`src/rtl/dmem_arb_pkg.sv`:
```
// ----------------------------------------------------------------------------
// dmem_arb_pkg
//   Shared definitions for the data-memory arbiter and its clients.
//   - Arbiter grant-state encoding (S_CPU / S_DBG).
//   - DMType access-size encoding, shared with dm and the CPU MEM stage.
//   - dm_access_t: one master's view of the DM port (we/type/addr/data).
// ----------------------------------------------------------------------------
package dmem_arb_pkg;

  // Grant state. Plain constants keep the encoding visible to older tools
  // and to waveform viewers that do not decode enums.
  typedef logic [0:0] arb_state_t;
  localparam arb_state_t S_CPU = 1'b0;
  localparam arb_state_t S_DBG = 1'b1;

  // DMType encoding understood by dm.
  localparam logic [2:0] DM_WORD   = 3'd0;
  localparam logic [2:0] DM_HALF   = 3'd1;
  localparam logic [2:0] DM_HALF_U = 3'd2;
  localparam logic [2:0] DM_BYTE   = 3'd3;
  localparam logic [2:0] DM_BYTE_U = 3'd4;

  // One master's request as presented to the DM port.
  typedef struct packed {
    logic        we;
    logic [2:0]  dtype;
    logic [31:0] addr;
    logic [31:0] data;
  } dm_access_t;

endpackage

```
`src/rtl/dmem_port_mux.sv`:
```
// ----------------------------------------------------------------------------
// dmem_port_mux
//   Purely combinational 2:1 select of the DM port controls between the CPU
//   and the debug master. Only the selected master's fields reach dm, so the
//   non-granted master can never write.
//
// Ports
//   sel_dbg  in   1  1 = debug master owns the port, 0 = CPU
//   cpu      in   dm_access_t  CPU request (we already qualified by cpu_req)
//   dbg      in   dm_access_t  debug request (we already qualified by dbg_req)
//   dm       out  dm_access_t  fields driven to dm
// ----------------------------------------------------------------------------
module dmem_port_mux
  import dmem_arb_pkg::*;
(
  input  logic       sel_dbg,
  input  dm_access_t cpu,
  input  dm_access_t dbg,
  output dm_access_t dm
);

  assign dm = sel_dbg ? dbg : cpu;

endmodule

```
`src/rtl/dmem_arbiter.sv`:
```
// ----------------------------------------------------------------------------
// dmem_arbiter
//   Shares the single data-memory port between the CPU MEM stage (master 0,
//   priority) and a debug/loader master (master 1). The grant is registered:
//   a decision taken in one cycle changes the mux select in the next, so
//   there is no combinational path from dbg_req to the DM mux select.
//
//   - While the CPU owns the port, the debug master is granted as soon as
//     the CPU is idle, or after it has waited STARVE_MAX cycles.
//   - While the debug master owns the port, at most BURST_MAX accesses are
//     performed before the port returns to the CPU; a CPU request during
//     the debug grant is stalled.
//   - stall_cnt counts stalled CPU cycles and saturates at all-ones.
//
// Ports
//   clk, rstn                         clock, synchronous active-low reset
//   cpu_req/we/type/addr/wdata   in   CPU MEM-stage access
//   cpu_rdata                    out  load data to CPU
//   cpu_stall                    out  CPU must hold its MEM stage
//   dbg_req/we/type/addr/wdata   in   debug access, held until dbg_ack
//   dbg_burst                    in   another debug access follows this one
//   dbg_ack                      out  debug access performed this cycle
//   dbg_rdata                    out  debug read data (valid with dbg_ack)
//   dm_we/type/addr/din          out  to dm
//   dm_dout                      in   from dm (combinational read)
//   stall_cnt                    out  saturating count of stalled cycles
// ----------------------------------------------------------------------------
module dmem_arbiter
  import dmem_arb_pkg::*;
#(
  parameter int STARVE_MAX = 8,   // 1..255
  parameter int BURST_MAX  = 4,   // 1..255
  parameter int CNT_W      = 32
) (
  input  logic             clk,
  input  logic             rstn,
  // CPU MEM stage
  input  logic             cpu_req,
  input  logic             cpu_we,
  input  logic [2:0]       cpu_type,
  input  logic [31:0]      cpu_addr,
  input  logic [31:0]      cpu_wdata,
  output logic [31:0]      cpu_rdata,
  output logic             cpu_stall,
  // debug / loader master
  input  logic             dbg_req,
  input  logic             dbg_we,
  input  logic [2:0]       dbg_type,
  input  logic [31:0]      dbg_addr,
  input  logic [31:0]      dbg_wdata,
  input  logic             dbg_burst,
  output logic             dbg_ack,
  output logic [31:0]      dbg_rdata,
  // data memory
  output logic             dm_we,
  output logic [2:0]       dm_type,
  output logic [31:0]      dm_addr,
  output logic [31:0]      dm_din,
  input  logic [31:0]      dm_dout,
  // statistics
  output logic [CNT_W-1:0] stall_cnt
);

  // Last wait count before the debug master is forced in, and the burst
  // limit widened so that burst_cnt + 1 cannot wrap in the comparison.
  localparam logic [7:0] WAIT_LAST = 8'(STARVE_MAX - 1);
  localparam logic [8:0] BURST_LIM = 9'(BURST_MAX);

  arb_state_t  state, state_nxt;
  logic [7:0]  wait_cnt, wait_nxt;
  logic [7:0]  burst_cnt, burst_nxt;
  logic        sel_dbg;
  logic        burst_more;
  dm_access_t  cpu_acc, dbg_acc, dm_acc;

  assign sel_dbg = (state == S_DBG);

  // --------------------------------------------------------------------------
  // DM port select
  // --------------------------------------------------------------------------
  assign cpu_acc = '{we: cpu_req & cpu_we, dtype: cpu_type,
                     addr: cpu_addr, data: cpu_wdata};
  assign dbg_acc = '{we: dbg_req & dbg_we, dtype: dbg_type,
                     addr: dbg_addr, data: dbg_wdata};

  dmem_port_mux u_port_mux (
    .sel_dbg (sel_dbg),
    .cpu     (cpu_acc),
    .dbg     (dbg_acc),
    .dm      (dm_acc)
  );

  // The write strobe is gated by reset so an access caught mid-burst by
  // rstn never reaches memory, even though the grant register only clears
  // at the reset edge.
  assign dm_we   = rstn & dm_acc.we;
  assign dm_type = dm_acc.dtype;
  assign dm_addr = dm_acc.addr;
  assign dm_din  = dm_acc.data;

  // DM read is combinational, so both masters see read data in the same
  // cycle as their access; cpu_rdata is meaningless while stalled.
  assign cpu_rdata = dm_dout;
  assign dbg_rdata = dm_dout;

  assign cpu_stall = sel_dbg & cpu_req;
  // An access abandoned by reset is not acknowledged.
  assign dbg_ack   = rstn & sel_dbg & dbg_req;

  // --------------------------------------------------------------------------
  // Grant FSM and counters
  // --------------------------------------------------------------------------
  assign burst_more = ({1'b0, burst_cnt} + 9'd1) < BURST_LIM;

  always_comb begin
    // NOTE: every signal written here gets a default first, so no path
    // through the case leaves it unassigned and no latch is inferred.
    state_nxt = state;
    wait_nxt  = wait_cnt;
    burst_nxt = burst_cnt;
    case (state)
      S_CPU: begin
        burst_nxt = '0;
        if (dbg_req && (!cpu_req || wait_cnt == WAIT_LAST)) begin
          state_nxt = S_DBG;
          wait_nxt  = '0;
        end else if (dbg_req) begin
          wait_nxt = wait_cnt + 8'd1;
        end else begin
          wait_nxt = '0;
        end
      end
      S_DBG: begin
        wait_nxt = '0;
        if (dbg_req && dbg_burst && burst_more) begin
          burst_nxt = burst_cnt + 8'd1;
        end else begin
          // Either the burst cap is reached, the master has nothing more
          // queued, or it dropped its request: hand the port back.
          state_nxt = S_CPU;
          burst_nxt = '0;
        end
      end
      default: begin
        state_nxt = S_CPU;
        wait_nxt  = '0;
        burst_nxt = '0;
      end
    endcase
  end

  always_ff @(posedge clk) begin
    // NOTE: state updates use non-blocking assignments so every register
    // samples the pre-edge values, independent of statement order.
    if (!rstn) begin
      state     <= S_CPU;
      wait_cnt  <= '0;
      burst_cnt <= '0;
      stall_cnt <= '0;
    end else begin
      state     <= state_nxt;
      wait_cnt  <= wait_nxt;
      burst_cnt <= burst_nxt;
      if (cpu_stall && (stall_cnt != '1)) begin
        stall_cnt <= stall_cnt + CNT_W'(1);
      end
    end
  end

endmodule

```
`config.mk`:
```
export PLATFORM = sky130hd
export DESIGN_NAME = dmem_arbiter
export DESIGN_NICKNAME = d
export VERILOG_FILES = /design/src/rtl/dmem_arb_pkg.sv /design/src/rtl/dmem_port_mux.sv /design/src/rtl/dmem_arbiter.sv
export SDC_FILE = /design/constraint.sdc
export NUM_CORES = 1
export LEC_CHECK = 0
export ABC_AREA = 1
export ABC_CLOCK_PERIOD_IN_PS = 2000
export CELL_PAD_IN_SITES_DETAIL_PLACEMENT = 1
export CELL_PAD_IN_SITES_GLOBAL_PLACEMENT = 1
export CORE_MARGIN = 8
export CORE_UTILIZATION = 21
export DETAILED_ROUTE_END_ITERATION = 7
export HOLD_SLACK_MARGIN = 0.15
export PLACE_DENSITY_LB_ADDON = 0.1
export SETUP_SLACK_MARGIN = 0.3
export SYNTH_ARGS = -nofsm -noshare
export SYNTH_HDL_FRONTEND = slang
export SYNTH_HIERARCHICAL = 1
export SYNTH_SLANG_ARGS = --single-unit
```
`constraint.sdc`:
```
create_clock -name clk -period 2 [get_ports clk]
set_input_delay 0.6 -clock clk [delete_from_list [all_inputs] [get_ports clk]]
set_output_delay 0.6 -clock clk [all_outputs]
set_load 0.1 [all_outputs]
```
==> results.tsv <==
metric	value	unit
Final Max Slew Viols	0	
WL per Instance	21.4	um
post-synth cell types	31	
failing checks	setup timing	
Die Y	157	um
CP Launch Type	input pin	
RSZ-0062 raised after global routing	yes	
crit path DAT	1.46	ns
GPL Wtd Cong	0.871	
status	complete, but fails checks	
clk buf depth	2	
Synth Area per Inst	5.92	um2
Post-CTS Hold Fix Bufs	0	
CP Max Fanout	1	
# placed instances	1163	
initial core utilization	21.4	%
die area	24700	um2
Ports	339	
routed wire length	25800	um
Pwr per Cell Area	422	nW/um2
crit end category	output port	
first-pass GRT wire length	35700	um
sequential share of the synthesized area	23.5	%
fin nets	1117	
Area growth, synth to finish	133	%
vias in the first global route	5673	
post-route ant nets	0	
DRT iter0 DRCs	153	
most frequent cells in the layout	181 x nand2_1, 111 x buf_12, 107 x nand2_4	
Fin. Hold Viols	0	
post-route clock skew	0.00664	ns
Layout Cells excl Fill	1208	
H-tree depth	2	
Tot GR Track Use	19.2	%
clk sink count	49	
root buffer cell	clkbuf_16	
largest net degree at the start of global routing	30	
grt ovf	0	
DRT Pass-1 Iters	4	
MaxCap Viol Count	0	
initial antenna violation count	6	
post-DR vias/cell	4.39	
Synth Instances	706	
mapped cell area	4180	um2
FMAX	484	MHz
VDD IR max	0.000339	V
worst setup margin	-0.0645	ns
commonest non-fill, non-tap cell in the layout	nand2_1	
Clk Latency, worst-skew pair	0.29	ns
CTS clk-pin slew, worst paths	0.07	ns
DRC errors left	0	
post-layout util	49.9	%
cell row count	51	
CTS tree	yes	
DP HPWL	18500	um
dpl ws	-0.252	ns
critical path data required time	1.40	ns
crit share post-route	103	%
Num CTS Buffers	5	
Port Buffer Count	242	
Final setup viols	38	
die width	157	um
critical path type	in2out	
layout cell share with drive strength beyond 1	47.2	%
leakage power	4.28	nW
Hold WC Path Type	reg2reg	
#FFs+latches synth	49	
fin crit period	2.06	ns
core footprint	19500	um2
Vias	5298	
Synth Warn #	6	
[worst max-delay path: stages]
cell and delay (ns):
clkdlybuf4s50_1 0.49, nand2_1 0.11, nand2_4 0.08, buf_12 0.16
[cell usage after synthesis]
master | n | area [um2]
a21oi_2 | 20 | 175
clkbuf_1 | 2 | 7.51
a21oi_1 | 9 | 45.0
or2_2 | 3 | 18.8
o21ai_0 | 2 | 10.0
nor4_1 | 1 | 6.26
xor2_1 | 10 | 87.6
nand3b_1 | 1 | 7.51
nand3_1 | 21 | 105
a21boi_0 | 1 | 7.51
buf_2 | 10 | 50.1
o21bai_1 | 2 | 15.0
inv_2 | 2 | 7.51
nor2_4 | 3 | 33.8
xnor2_1 | 7 | 61.3
nor2_2 | 1 | 6.26
buf_4 | 66 | 495
conb_1 | 1 | 3.75
dlygate4sd1_1 | 1 | 8.76
nor2_1 | 66 | 248
nand4_1 | 5 | 31.3
nor3_1 | 5 | 25.0
inv_1 | 38 | 143
nor3b_1 | 1 | 7.51
dfxtp_1 | 49 | 981
buf_6 | 5 | 56.3
nand2_1 | 351 | 1320
nand2_4 | 3 | 33.8
nand2_2 | 14 | 87.6
buf_12 | 3 | 60.1
ha_1 | 3 | 37.5
[sequential cells by signal (all words and copies together), names as in the netlist]
signal     flops
stall_cnt     32
burst_cnt      8
wait_cnt       8
sel_dbg        1
[cell type report]
class,instances,area [um2]
diodes,1,2.50
multi-input cells,535,3640
fillers,2243,9770
inverters,40,171
repair buffers,310,4370
well taps,265,332
flip-flops and latches,49,1070
clock inverters,1,6.26
clock buffers,7,164
[kinds of logic after synthesis]
family	count (synthesis)	synth area share (%)
flip-flops	49	23.5
other	1	0.0897
buffers and inverters	127	19.8
XOR/XNOR	17	3.56
AO/OA/AOI/OAI	34	6.05
adder cells (fa/ha/maj)	3	0.898
AND/OR/NAND/NOR	475	46.1
[final timing paths]
check,start,endpoint,slack (ns),cells past startpoint
setup / recovery,cpu_wdata[31],dm_din[31],-0.06,4
hold / removal,wait_cnt[0],wait_cnt[0],0.44,1
setup reg to reg,stall_cnt[11],stall_cnt[27],0.34,9
hold reg to reg,wait_cnt[0],wait_cnt[0],0.44,1
[power by group]
group / switching [mW] / total, mW / internal [mW] / leakage, nW
logic: 1.32 / 2.19 / 0.863 / 3.78
registers: 0.00623 / 0.966 / 0.959 / 0.420
clock network: 0.391 / 0.967 / 0.576 / 0.0856
total: 1.72 / 4.12 / 2.40 / 4.28
[layer usage]
layer	wire length, um	vias up	track usage [%]	share of wire (%)
met4	585	10	3.99	2.3
met1	9510	2508	20.8	37
met5	65	-	0	0.25
met3	1920	40	5.07	7.4
met2	13700	190	36.5	53
li1	-	2550	-	-
[metrics by stage]
step	instance area, um2	hold slack [ns]	power [mW]	TNS [ns]
2_1_floorplan	4880	0.418	2.70	0
3_5_place_dp	8260	0.434	2.96	-7.47
5_1_grt	9750	0.465	4.25	-2.52
6_report	9750	0.444	4.12	-0.887
4_1_cts	9240	0.452	4.09	-1.49
3_3_place_gp	8260	0.427	2.95	-5.13
[timing repair]
action,CTS,global route
setup endpoints to repair,112,102
pin swaps,40,48
gates cloned,11,6
resized for setup,214,87
buffers inserted,11,8
Note: power is estimated with default switching activity, not from simulation.
